<file path="src/rtl/forth_pkg.sv">
// rtl/forth_pkg.sv - shared opcode, select, error-code and state definitions for the stack controller
package forth_pkg;

  // Operation codes; 6 and 7 are illegal.
  localparam logic [2:0] OP_NOP  = 3'd0;
  localparam logic [2:0] OP_PUSH = 3'd1;
  localparam logic [2:0] OP_POP  = 3'd2;
  localparam logic [2:0] OP_DUP  = 3'd3;
  localparam logic [2:0] OP_SWAP = 3'd4;
  localparam logic [2:0] OP_OVER = 3'd5;

  // Per-register source select: literal, shallower neighbour P(i-1), deeper neighbour P(i+1).
  localparam logic [1:0] SEL_LIT  = 2'd0;
  localparam logic [1:0] SEL_SHAL = 2'd1;
  localparam logic [1:0] SEL_DEEP = 2'd2;

  // Error codes.
  localparam logic [1:0] ERR_NONE = 2'b00;
  localparam logic [1:0] ERR_OVF  = 2'b01;
  localparam logic [1:0] ERR_UNF  = 2'b10;
  localparam logic [1:0] ERR_ILL  = 2'b11;

  typedef enum logic [1:0] {
    ST_IDLE = 2'd0,
    ST_EXEC = 2'd1,
    ST_ERR  = 2'd2
  } state_t;

  // Occupancy after a legal op completes.
  function automatic logic [2:0] depth_after(input logic [2:0] op, input logic [2:0] d);
    logic [2:0] r;
    case (op)
      OP_PUSH, OP_DUP, OP_OVER: r = d + 3'd1;
      OP_POP:                   r = d - 3'd1;
      default:                  r = d;
    endcase
    return r;
  endfunction

endpackage

</file>
<file path="src/rtl/stack_mask_dec.sv">
// rtl/stack_mask_dec.sv - combinational load-mask / source-select / error decoder
//
// Ports:
//   op_code  in   3          requested operation
//   depth    in   3          current occupancy
//   p_f      out  DEPTH      load enable per stack register
//   p_sel    out  2*DEPTH    source select per register ([2i+1:2i] for Pi)
//   err_code out  2          nonzero when the op cannot execute at this depth
module stack_mask_dec
  import forth_pkg::*;
#(
  parameter int DEPTH = 4
) (
  input  logic [2:0]         op_code,
  input  logic [2:0]         depth,
  output logic [DEPTH-1:0]   p_f,
  output logic [2*DEPTH-1:0] p_sel,
  output logic [1:0]         err_code
);

  int d;

  always_comb begin
    p_f      = '0;
    p_sel    = '0;
    err_code = ERR_NONE;
    d        = {29'd0, depth};

    case (op_code)
      OP_NOP: begin
      end

      OP_PUSH: begin
        if (d >= DEPTH) begin
          err_code = ERR_OVF;
        end else begin
          // New literal lands in P0, P0..P(d-1) shift one deeper.
          for (int i = 0; i < DEPTH; i++) begin
            if (i <= d) begin
              p_f[i]         = 1'b1;
              p_sel[2*i +: 2] = (i == 0) ? SEL_LIT : SEL_SHAL;
            end
          end
        end
      end

      OP_POP: begin
        if (d < 1) begin
          err_code = ERR_UNF;
        end else begin
          // Everything below the top moves up one; the vacated bottom slot is left stale.
          for (int i = 0; i < DEPTH; i++) begin
            if (i + 2 <= d) begin
              p_f[i]         = 1'b1;
              p_sel[2*i +: 2] = SEL_DEEP;
            end
          end
        end
      end

      OP_DUP: begin
        if (d < 1) begin
          err_code = ERR_UNF;
        end else if (d >= DEPTH) begin
          err_code = ERR_OVF;
        end else begin
          // P0 keeps its value; the copy is P1 taking P0.
          for (int i = 1; i < DEPTH; i++) begin
            if (i <= d) begin
              p_f[i]         = 1'b1;
              p_sel[2*i +: 2] = SEL_SHAL;
            end
          end
        end
      end

      OP_SWAP: begin
        if (d < 2) begin
          err_code = ERR_UNF;
        end else begin
          p_f[1:0]   = 2'b11;
          p_sel[1:0] = SEL_DEEP;
          p_sel[3:2] = SEL_SHAL;
        end
      end

      OP_OVER: begin
        if (d < 2) begin
          err_code = ERR_UNF;
        end else if (d >= DEPTH) begin
          err_code = ERR_OVF;
        end else begin
          // Old P1 becomes the top, everything else shifts deeper.
          for (int i = 0; i < DEPTH; i++) begin
            if (i <= d) begin
              p_f[i]         = 1'b1;
              p_sel[2*i +: 2] = (i == 0) ? SEL_DEEP : SEL_SHAL;
            end
          end
        end
      end

      default: begin
        err_code = ERR_ILL;
      end
    endcase
  end

endmodule

</file>
<file path="src/rtl/stack_ctrl.sv">
// rtl/stack_ctrl.sv - register-stack controller FSM with depth tracking and sticky errors
//
// Ports:
//   clk, rst   clock, asynchronous active-high reset
//   op_valid   operation request; accepted when op_ready is also high
//   op_code    operation (NOP/PUSH/POP/DUP/SWAP/OVER)
//   op_data    literal for PUSH
//   op_ready   high only while idle
//   p_f        per-register load enable, nonzero only during the execute cycle
//   p_sel      per-register source select, 2 bits per register
//   lit_out    captured literal, held until the next accepted op
//   depth      occupied entries
//   err        sticky error flag, err_code gives the cause
//   err_clr    leaves the error state
module stack_ctrl
  import forth_pkg::*;
#(
  parameter int W     = 3,
  parameter int DEPTH = 4
) (
  input  logic               clk,
  input  logic               rst,
  input  logic               op_valid,
  input  logic [2:0]         op_code,
  input  logic [W-1:0]       op_data,
  output logic               op_ready,
  output logic [DEPTH-1:0]   p_f,
  output logic [2*DEPTH-1:0] p_sel,
  output logic [W-1:0]       lit_out,
  output logic [2:0]         depth,
  output logic               err,
  output logic [1:0]         err_code,
  input  logic               err_clr
);

  state_t             state, state_nxt;
  logic [DEPTH-1:0]   dec_p_f;
  logic [2*DEPTH-1:0] dec_p_sel;
  logic [1:0]         dec_err;

  // Depth the stack will have once the op in EXEC completes; committed on the edge leaving EXEC.
  logic [2:0]         depth_pend, depth_pend_nxt;

  logic               op_ready_nxt;
  logic [DEPTH-1:0]   p_f_nxt;
  logic [2*DEPTH-1:0] p_sel_nxt;
  logic [W-1:0]       lit_nxt;
  logic [2:0]         depth_nxt;
  logic               err_nxt;
  logic [1:0]         err_code_nxt;

  stack_mask_dec #(.DEPTH(DEPTH)) u_dec (
    .op_code  (op_code),
    .depth    (depth),
    .p_f      (dec_p_f),
    .p_sel    (dec_p_sel),
    .err_code (dec_err)
  );

  always_ff @(posedge clk or posedge rst) begin
    if (rst) begin
      state      <= ST_IDLE;
      op_ready   <= 1'b1;
      p_f        <= '0;
      p_sel      <= '0;
      lit_out    <= '0;
      depth      <= '0;
      depth_pend <= '0;
      err        <= 1'b0;
      err_code   <= ERR_NONE;
    end else begin
      state      <= state_nxt;
      op_ready   <= op_ready_nxt;
      p_f        <= p_f_nxt;
      p_sel      <= p_sel_nxt;
      lit_out    <= lit_nxt;
      depth      <= depth_nxt;
      depth_pend <= depth_pend_nxt;
      err        <= err_nxt;
      err_code   <= err_code_nxt;
    end
  end

  always_comb begin
    state_nxt      = state;
    p_f_nxt        = '0;
    p_sel_nxt      = '0;
    lit_nxt        = lit_out;
    depth_nxt      = depth;
    depth_pend_nxt = depth_pend;
    err_nxt        = err;
    err_code_nxt   = err_code;

    case (state)
      ST_IDLE: begin
        if (op_valid) begin
          if (dec_err != ERR_NONE) begin
            state_nxt    = ST_ERR;
            err_nxt      = 1'b1;
            err_code_nxt = dec_err;
          end else begin
            state_nxt      = ST_EXEC;
            p_f_nxt        = dec_p_f;
            p_sel_nxt      = dec_p_sel;
            lit_nxt        = op_data;
            depth_pend_nxt = depth_after(op_code, depth);
          end
        end
      end

      ST_EXEC: begin
        state_nxt = ST_IDLE;
        depth_nxt = depth_pend;
      end

      ST_ERR: begin
        if (err_clr) begin
          state_nxt    = ST_IDLE;
          err_nxt      = 1'b0;
          err_code_nxt = ERR_NONE;
        end
      end

      default: begin
        state_nxt = ST_IDLE;
      end
    endcase

    op_ready_nxt = (state_nxt == ST_IDLE);
  end

endmodule

</file>
<file path="config.mk">
export PLATFORM = sky130hd
export DESIGN_NAME = stack_ctrl
export DESIGN_NICKNAME = d
export VERILOG_FILES = /design/src/rtl/forth_pkg.sv /design/src/rtl/stack_mask_dec.sv /design/src/rtl/stack_ctrl.sv
export SDC_FILE = /design/constraint.sdc
export NUM_CORES = 1
export LEC_CHECK = 0
export CELL_PAD_IN_SITES_DETAIL_PLACEMENT = 1
export CELL_PAD_IN_SITES_GLOBAL_PLACEMENT = 2
export CORE_MARGIN = 3
export CORE_UTILIZATION = 30
export CTS_CLUSTER_DIAMETER = 50
export DETAILED_ROUTE_END_ITERATION = 8
export GPL_TIMING_DRIVEN = 1
export PLACE_DENSITY = 0.85
export SETUP_SLACK_MARGIN = 0.05
export SLEW_MARGIN = 40
export SYNTH_ARGS = -nofsm -noshare
export SYNTH_HDL_FRONTEND = slang
export SYNTH_SLANG_ARGS = --single-unit
</file>
<file path="constraint.sdc">
create_clock -name clk -period 2.5 [get_ports clk]
set_input_delay 0.5 -clock clk [delete_from_list [all_inputs] [get_ports clk]]
set_output_delay 0.5 -clock clk [all_outputs]
set_load 0.01 [all_outputs]
</file>
======== Yosys cells after proc, flatten, opt, wreduce, memory -nomap -nowiden ========
Index checks and enable logic that the tools add are counted.
storage, ports and cells
  bits in registers ....................... 27
  bits in latches ......................... 0
  RAM bits ................................ 0
  memory bits (read-only) ................. 0
  input bits .............................. 10
  logic and storage cells ................. 94
  memories ................................ 0
cells by class
  $add $sub $neg .......................... 2
  $mul .................................... 0
  divide/modulo/power cells ............... 0
  magnitude comparators ................... 8
  equality and inequality tests ........... 10
  shift operators ......................... 0
  multiplexer cells ....................... 56
  bitwise logic cells ..................... 1
  reduce and logical (&&, ||, !) cells .... 8
operators with widths
  operator            number
  $mux 8              5
  $mux 2              15
  $mux 4              6
  $pmux 2 s4          2
  $pmux 4 s4          1
  $mux 7              2
  $mux 1              12
  $pmux 2 s6          1
  $pmux 2 s5          1
  $mux 3              3
  $pmux 2 s2          2
  $eq 3x2->1 const B  2
  $eq 3x3->1 const B  2
  $le 2x3->1 const A  2
  $le 3x3->1 const A  2
  $mux 6              1
  $ne 2x2->1 const B  3
  $pmux 3 s2          1
  $mux 5              1
  $pmux 1 s5          1
  $logic_not 2->1     2
  $pmux 1 s4          1
  $reduce_and 4->1    1
  $reduce_bool 2->1   2
  other kinds (14)    14

======== Depth between registers and ports, before layout ========
  word-level depth ........................ 9
  gate-level depth with buffers ........... 8
  mapped depth without buffers ............ 6

======== Modules after synthesis ========
Synthesis repeated with hierarchy kept, for this count alone.
second synthesis, totals
  cells, all modules ...................... 132
  area total of the unflattened synthesis .. 1450.1 um2
modules (own cells, without submodules)
  module          times used  cells an instance  area each (um2)  sequential area each (um2)
  stack_ctrl      1           81                 1072.3           676.9
  stack_mask_dec  1           51                 377.9            0.0

======== Least setup slack after synthesis ========
OpenSTA, ideal clock, no wires.
  path type ............................... flip-flop to flip-flop
  start point ............................. reg depth[0]
  end point ............................... reg depth_pend[2]
  setup time .............................. 125 ps
  data arrival time ....................... 1905 ps
  path slack .............................. 470 ps
  stages on the path, launching flop included .. 9
  clock period less this slack ............ 2030 ps
  cell sequence ........................... dfrtp_1 > buf_2 > inv_1 > ha_1 > a211oi_1 > nand2_1 > nand2b_4 > buf_12 > mux2_4
on the way
  cells in the longest elaborated chain, start to end .. 7
  elaborated cells between the ends (all ways) .. 15
ends and longest elaborated chain
  element                           line                                                              text
  from (decl)                       stack_ctrl.sv:30                                                  output logic [2:0] depth,
  from (signal assigned)            stack_ctrl.sv:77                                                  depth <= depth_nxt;
  $ge 3x3->1                        stack_mask_dec.sv:34, stack_mask_dec.sv:64, stack_mask_dec.sv:90
  $mux 1                            stack_mask_dec.sv:34, stack_mask_dec.sv:64, stack_mask_dec.sv:90
  $mux 2, on equally long branches  stack_mask_dec.sv:88, stack_mask_dec.sv:62
  $pmux 2 s6                        stack_mask_dec.sv:29                                              case (op_code)
  $reduce_bool 2->1                 stack_ctrl.sv:97                                                  if (dec_err != ERR_NONE) begin
  $not 1->1 (no line)               n/a
  $reduce_and 3->1 (no line)        n/a
  to (signal assigned)              stack_ctrl.sv:78                                                  depth_pend <= depth_pend_nxt;
  to (decl)                         stack_ctrl.sv:42                                                  logic [2:0] depth_pend, depth_pend_nxt;
Parallel ways exist; a longest one is shown, timed or not.
A chain may end at the register's enable or synchronous reset.

======== Final worst setup path ========
  start point ............................. reg depth[2]
  end point ............................... out depth[2]
No word-level cell between the ends.

==> out/metrics.csv <==
stage,metric,value,unit
sta,Worst slew margin,64.8,%
layout,"commonest non-fill, non-tap cell in the layout",clkdlybuf4s50_1,
min_path,Hold Startpoint,err,
logic_synthesis,Synth cell types,42,
route,post-DR wirelength/cell,16.5,um
sta,Max Clk Rate,477,MHz
grt,number of global-route vias before repair,1184,
route,via count of the routed design,1056,
sta,final hold violations,0,
clock_network,CTS root buffer,clkbuf_8,
floorplan,core footprint,0.00414,mm^2
clock_network,# H-tree levels,1,
grt,antenna violations before repair,0,
sta,RSZ-0062 raised after global routing,no,
min_path,WHS Endpoint,err,
logic_synthesis,"FFs w/ async S/R, synth",100,%
setup_path,worst reg2reg path endpoint,err_code[0],
grt,GRT Util Overall,14.1,%
setup_path,CP Buf/Inv Count,1,
setup_path,worst r2r src,depth[1],
setup_path,Stages on worst setup path,1,
setup_path,cells along the critical path,clkdlybuf4s50_1,
clock_network,Inserted Clock Buffers,3,
route,drt via density,5.00,
layout,register area,652,um^2
logic_synthesis,synthesized instance count,127,
layout,layout cell share with drive strength beyond 1,14.3,%
route,drt drc,0,
power,peak supply drop,0.345,mV
logic_synthesis,mean post-synth cell area,10.5,um^2
logic_synthesis,yosys warns,0,
clock_network,TritonCTS clock tree,yes,
route,Total Wirelength,3.48,mm
place,hpwl dp,2.60,mm
setup_path,CP arrival,1.60,ns
floorplan,# rows,23,
layout,filler cell count in the final layout,480,
min_path,worst hold path class,flip-flop to flip-flop,
sta,Worst Max-Slew Pin Slew,0.528,ns
sta,max-slew violations,0,
setup_path,WP data required,2.00,ns
floorplan,DIE HEIGHT,72.8,um
power,post-route total power,0.00176,W
sta,setup TNS,0,ns
place,IO buf count,30,
min_path,WHS Path Cells,1,
floorplan,IO Pins,32,
setup_path,Critical Path Max Stage Delay,0.68,ns
power,Leak Pwr,0.770,nW
run_status,status,completed,
clock_network,"Reg clk slew, reported paths",0.09,ns
logic_synthesis,top_reg_cell synth,dfrtp_1,
logic_synthesis,Post-synth EDFFs,0,
sta,clk_skew,0.00683,ns
clock_network,CTS resizes,0,
route,Routed Antenna Nets,0,
setup_path,reg2reg setup slack,0.46,ns
grt,first-pass GRT wire length,5.75,mm
grt,GR Overflow Total,0,
clock_network,# Post-CTS Setup Buffers,0,
clock_network,clock latency at the later pin of the worst-skew pair,0.27,ns
logic_synthesis,"FF+latch count, synth",26,
route,Iteration-0 DRC Markers,39,
floorplan,DIE AREA,0.00530,mm^2
logic_synthesis,Mapped Nets,141,
power,Pwr Density,1010,mW/mm^2
layout,nets@finish,176,
setup_path,CP max-delay cell,dfrtp_1,
clock_network,CTS Hold Buffers Added,0,
logic_synthesis,Yosys top cell area share,46.8,%
setup_path,Worst R2R Path Depth,5,
place,Final Wtd Congestion,0.739,
setup_path,CP Max Fanout,15,
clock_network,CTS Buffer Depth,2,
grt,largest net degree at the start of global routing,27,
setup_path,Worst Setup End Kind,output pin,
setup_path,CP startpoint kind,flip-flop,
layout,area occupied by multi-input gates,604,um^2
setup_path,CP top delay family,flip-flops,
logic_synthesis,"area leader, netlist",dfrtp_1,
logic_synthesis,ranking of synthesized cells by area,"dfrtp_1 (47%), ha_1 (3.7%), o21ai_0 (3.7%)",
job,MaxCap Viol Count,0,
setup_path,type of the worst setup path,flip-flop to output pin,
floorplan,DIE WIDTH,72.8,um
logic_synthesis,Syn Std Cell Area,0.00134,mm^2
sta,min cycle time layout,2.10,ns
sta,crit share post-route,83.8,%
layout,synthesis-to-finish area growth,30.6,%
route,DR pass1 iterations,4,
logic_synthesis,sequential area share after synthesis,48.7,%
floorplan,Initial Util,32.3,%
layout,"commonest non-fill, non-tap cells in the layout","clkdlybuf4s50_1 (30), dfrtp_1 (25), nand2_1 (10), o21ai_0 (10)",
clock_network,clock sinks,26,
sta,setup violators final,0,
layout,n_diodes,0,
cells by family (layout without fill, tap and decap cells):
group	after synthesis	in the layout	share of synthesized area [%]
and+or+nand+nor	42	42	18.7
AOI/OAI and AO/OA	29	29	13.0
DFF	26	26	48.7
muxes	9	9	8.14
xor gates and xnor gates	2	2	1.31
buffers and inverters	14	48	6.08
other	1	1	0.280
adders and majority gates	4	4	3.74
cell usage after synthesis, drive strengths merged, types with 2 or more instances:
library cell and instances:
a211oi 2, a21oi 8, buf 4, clkbuf 4, dfrtp 25, ha 4, inv 6, mux2 6
mux2i 3, nand2 10, nand2b 4, nand3 3, nand3b 2, nor2 6, nor3 4, nor3b 3
o21ai 10, o21bai 2, or3 3, xnor2 2
cell type report:
| class | instances | area share (%) |
|---|---|---|
| flip-flops and latches | 26 | 37.3 |
| multi-input cells | 87 | 34.6 |
| repair buffers | 38 | 20.6 |
| well taps | 50 | 3.58 |
| clock buffers | 4 | 2.58 |
| inverters | 6 | 1.29 |
sequential cells by signal, indices dropped and copies added (netlist names):
name / cells
depth: 3
depth_pend: 3
err: 1
err_code: 2
lit_out: 3
op_ready: 1
p_f: 4
p_sel: 7
state: 2
worst max-delay path by stage:
stage,start,endpoint
final,depth[2],depth[2]
after global routing,depth[1],err_code[0]
after CTS,depth[2],depth[2]
after detailed placement,op_code[1],depth_pend[1]
after global placement,op_code[1],lit_out[0]
after floorplan,depth[0],depth_pend[2]
routing by layer:
layer / wire, um / GRT usage (%)
met1: 1630 / 18.0
met2: 1650 / 23.6
met3: 111 / 1.93
met4: 88 / 6.35
met5: 0 / 0
metrics by stage:
stage               util (%)  hold slack [ns]  cells  setup WS (ns)  instance area [um^2]
global placement        41.1            0.458    207          0.313                  1700
detailed placement      41.1            0.474    207          0.249                  1700
CTS                     42.1            0.495    211          0.406                  1750
global route            42.1            0.512    211          0.291                  1750
floorplan                  -            0.444    127          0.470                  1340
finish                  42.1            0.486    211          0.404                  1750
power by group:
group | internal, W | total, W | switching, W
clock network | 0.000114 | 0.000252 | 0.000138
logic | 0.000440 | 0.000835 | 0.000395
registers | 0.000550 | 0.000674 | 0.000124
total | 0.00110 | 0.00176 | 0.000656
No activity file was read; power rests on OpenSTA's default activity.
==> edit 1: new RTL, config.mk and constraints unchanged <==
`DEPTH` is set to 4 in 2 places; all go to 8.
--- a/src/rtl/stack_mask_dec.sv
+++ b/src/rtl/stack_mask_dec.sv
@@ -11,3 +11,3 @@
 #(
-  parameter int DEPTH = 4
+  parameter int DEPTH = 8
 ) (
--- a/src/rtl/stack_ctrl.sv
+++ b/src/rtl/stack_ctrl.sv
@@ -18,3 +18,3 @@
   parameter int W     = 3,
-  parameter int DEPTH = 4
+  parameter int DEPTH = 8
 ) (
Ports: changed (resized p_f and p_sel); port bits go from 32 to 44. The function was not compared with the original's and may differ.
==> edit 1 against the original RTL <==
- cell area is 35% higher
- wire length is 15% higher
- via count is 27% higher
- area after synthesis is 29% higher
- setup slack worse by 0.032 ns
- largest cell class unchanged
- total power is 25% higher
- register-to-register slack better by 0.02 ns
- sequential cell count is 8 higher
- clock power is 92% higher
- cell count is 37% higher
==> edit 1: results (changes against the original RTL) <==
* Clock skew at 0.01012 ns (+0.003293 ns)
* Synth Warn # at 0 (unchanged)
* Postcts setup bufs at 0 (unchanged)
* DRT Pass-1 Iters at 4 (unchanged)
* Worst path max stage delay at 0.53 ns (-0.15 ns)
* Worst Hold Class: reg2reg
* First-pass GRT wire length at 6.817 mm (+18%)
* Peak supply drop at 0.0002818 V (-18%)
* Post-synthesis sequential area ratio at 49.46% (+0.72 points)
* H-tree depth at 2 (+1)
* R2r setup slk at 0.48 ns (+0.02 ns)
* Largest registers: p_sel x12, p_f x7
* Clock root cell: clkbuf_8
* Post-synth cell types at 40 (-4.8%)
* Post_cts resized at 0 (unchanged)
* Post-DP Area at 2250 um^2 (+32%)
* Top cells by area, synth: dfrtp_1 48%, ha_1 6.5%, mux2_2 5.2%
* Port bufs at 40 (+33%)
* Clock share of power at 22.0% (+7.7 points)
* CTS Buf Count at 5 (+2)
* Internal power at 0.001458 W (+32%)
* Drt wl/cell at 13.89 um (-16%)
* Most frequent cells after synthesis: 33 x dfrtp_1, 18 x nor2_1, 13 x o21ai_0
* # nets final at 237 (+35%)
* P_seq at 0.000817 W (+21%)
* Placer Congestion at 0.8331 (+13%)
* Pin count of the biggest net entering global routing at 35 (+30%)
* Worst skew pair latency at 0.28 ns
* Status: finished, final reports clean
* Leakage at 1.051 nW (+36%)
* Total GRT Usage at 13.51% (-0.59 points)
* Share of cells above drive strength 1 at 15.98% (+1.7 points)
* Vias in the first global route at 1378 (+16%)
* CTS max path bufs at 2 (unchanged)
* CP max FO at 8 (-7)
* Initial DRC Count at 38 (-2.6%)
* FILL cells at 620 (+29%)
* Clk slew on worst S/H paths at 0.07 ns (-0.02 ns)
* Via Count at 1342 (+27%)
* Slew margin rel. at 65.78% (+1.0 points)
* Worst endpoint data arrival time at 2.29 ns (+0.69 ns)
* Slowest CP cell: clkdlybuf4s50_1
* CP top delay family: buffers and inverters
* DP Wirelength at 3.054 mm (+18%)
## edit 1: cell type report
class                           instances  area, um^2  area share (%)
Sequential cell                        34       852.1           36.17
Clock inverter                          1       30.03           1.275
Tap cell                               70       87.58           3.717
Timing Repair Buffer                   55       513.0           21.77
Inverter                                9       33.78           1.434
Multi-Input combinational cell        113       763.2           32.40
Clock buffer                            7       76.32           3.240
## edit 1: worst paths after layout
check / from / to / cells past startpoint
worst max-delay path: op_code[1] / depth_pend[1] / 8
worst min-delay path: err_code[1] / err_code[1] / 1
worst max register to register: depth[0] / depth_pend[2] / 6
worst min register to register: err_code[1] / err_code[1] / 1
max in group asynchronous: rst / op_ready / 3
min in group asynchronous: rst / err_code[1] / 3
## edit 1: layer usage
layer,GRT usage (%),share of wire (%),vias to the layer above
met5,0,0,-
met4,5.980,2.0,0
met3,2.741,4.4,6
met2,21.08,46,32
met1,18.04,47,642
li1,-,-,662
## edit 1: cells by family after synthesis
logic type / after synthesis / synth area share, %
muxes: 11 / 6.972
AOI/OAI and AO/OA: 35 / 12.64
xor gates and xnor gates: 1 / 0.5084
and+or+nand+nor: 54 / 16.99
buffers and inverters: 23 / 6.681
other: 1 / 0.2177
DFF: 34 / 49.46
adders and majority gates: 9 / 6.536
## edit 1: through the flow
stage	util (%)	std cells	hold WS [ns]	power, W	worst slack [ns]
2_1_floorplan	-	170	0.4749	0.001322	0.4038
3_3_place_gp	42.17	281	0.4685	0.001711	0.1086
3_5_place_dp	42.17	281	0.4655	0.001735	0.06149
4_1_cts	44.16	289	0.4809	0.002230	0.3625
5_1_grt	44.16	289	0.5240	0.002374	0.2524
6_report	44.16	289	0.4778	0.002201	0.3719
==> edit 2: new RTL, config.mk and constraints unchanged <==
Made on the original files. Re-encode `state_t` (3 states) as one-hot, 3 bits wide.
--- a/src/rtl/forth_pkg.sv
+++ b/src/rtl/forth_pkg.sv
@@ -22,6 +22,6 @@
 
-  typedef enum logic [1:0] {
-    ST_IDLE = 2'd0,
-    ST_EXEC = 2'd1,
-    ST_ERR  = 2'd2
+  typedef enum logic [2:0] {
+    ST_IDLE = 3'b001,
+    ST_EXEC = 3'b010,
+    ST_ERR  = 3'b100
   } state_t;
Check against the original RTL: no difference found for any inputs over 10 cycles, from zero or initial values and one cycle with rst high; not proved beyond that.
==> edit 2 against the original RTL <==
- wire length is 5.8% higher
- area after synthesis is 9.9% higher
- setup slack worse by 0.13 ns
- non-clock buffer count is 2 higher
- total power is 8.7% higher
- global-route usage is 0.77 points lower
- sequential cell count is 1 higher
- cell area is 11% higher
- highest routed layer unchanged
==> edit 2: results (changes against the original RTL) <==
* Postcts setup bufs at 0 (unchanged)
* Pin count of the biggest net entering global routing at 28 (+3.7%)
* CTS Buf Count at 3 (unchanged)
* H-tree depth at 1 (unchanged)
* Placer Congestion at 0.8955 (+21%)
* Clock root cell: clkbuf_8
* Largest registers: p_sel x7, p_f x4
* Net Count, Synth at 155 (+9.9%)
* Share of cells above drive strength 1 at 16.38% (+2.1 points)
* Port bufs at 30 (unchanged)
* First-pass GRT wire length at 6.348 mm (+10%)
* Worst Tran Pin Value at 0.6086 ns (+0.08020 ns)
* R2r setup slk at 0.53 ns (+0.07 ns)
* Clk slew on worst S/H paths at 0.10 ns
* Worst Hold Class: reg2reg
* Initial antenna violation count at 0 (unchanged)
* Top cells by area, synth: dfrtp_1 43%, ha_1 5.1%, mux2_4 5.1%
* Most frequent cells after synthesis: 25 x dfrtp_1, 10 x inv_1, 9 x nand2_1, 9 x o21ai_0
* Status: finished, final reports clean
* Initial DRC Count at 64 (+64%)
* Drt wl/cell at 15.22 um (-7.8%)
* Post_cts resized at 0 (unchanged)
* Antenna cells at 0 (unchanged)
* Peak supply drop at 0.0004895 V (+42%)
* Leakage at 0.8359 nW (+8.5%)
* Total GRT Usage at 13.33% (-0.77 points)
* FFs w/ async S/R, synth at 100.0% (unchanged)
* Final Max Tran Viols at 0 (unchanged)
* CP max FO at 8 (-7)
* Post-synthesis sequential area ratio at 46.13% (-2.6 points)
* Worst skew pair latency at between 0.2 and 0.3 ns
* Worst endpoint data arrival time at 2.39 ns (+0.79 ns)
* DRT Pass-1 Iters at 4 (unchanged)
* Clock skew at 0.008423 ns (+0.001593 ns)
* Post-synth cell types at 47 (+12%)
* Via Count at 1187 (+12%)
* # nets final at 194 (+10%)
* Vias in the first global route at 1278 (+7.9%)
* CTS max path bufs at 2 (unchanged)
* Synth Warn # at 0 (unchanged)
* DP Wirelength at 2.851 mm (+9.9%)
## edit 2: final cells by class
class	count	area, um^2
fillers	513	2595
inverters	11	46.29
repair buffers	40	377.9
well taps	65	81.33
multi-input cells	95	706.9
flip-flops and latches	27	678.2
clock inverters	1	7.507
clock buffers	3	41.29
## edit 2: report_power, final
group          total [W]  internal (W)  switching, W
Sequential      0.000707      0.000579      0.000128
Clock           0.000255      0.000113      0.000142
Combinational   0.000951      0.000477      0.000474
Total            0.00191       0.00117      0.000743
## edit 2: metrics by stage
stage               worst slack [ns]  hold WS, ns  cell area [um^2]  setup TNS, ns  cells
finish                        0.2788       0.5043              1939              0    242
global route                  0.1054       0.5489              1939              0    242
CTS                           0.2441       0.5139              1937              0    242
detailed placement          -0.03776       0.4852              1888       -0.08343    238
global placement            0.005196       0.4609              1888              0    238
floorplan                     0.6354       0.4498              1470              0    139
## edit 2: path summary, 6_finish.rpt
check | startpoint | to | depth (start not counted)
setup reg to reg | depth[1] | depth_pend[2] | 6
hold / removal | depth_pend[2] | depth[2] | 2
max in group asynchronous | rst | state[0] | 3
setup / recovery | op_code[2] | p_f[3] | 6
hold reg to reg | depth_pend[2] | depth[2] | 2
min in group asynchronous | rst | depth[2] | 3
## edit 2: kinds of logic after synthesis
group	Yosys count	synth area share, %
simple gates	43	17.28
compound gates	34	16.51
flops	27	46.13
buf+inv	17	5.788
mux	7	6.553
fa+ha+maj	6	5.106
xor+xnor	4	2.383
other cells	1	0.2551
## edit 2: worst max-delay path: stages
cell             delay [ns]
clkdlybuf4s50_1        0.63
a21boi_0               0.24
buf_4                  0.21
a21oi_1                0.28
nand2b_1               0.21
a221oi_1               0.31
## edit 2: metal layers
layer | track usage, % | vias up | share of wire [%]
li1 | - | 574 | -
met1 | 16.42 | 582 | 46
met2 | 23.85 | 29 | 49
met3 | 3.546 | 2 | 4.2
met4 | 1.993 | 0 | 0.38
met5 | 0 | - | 0
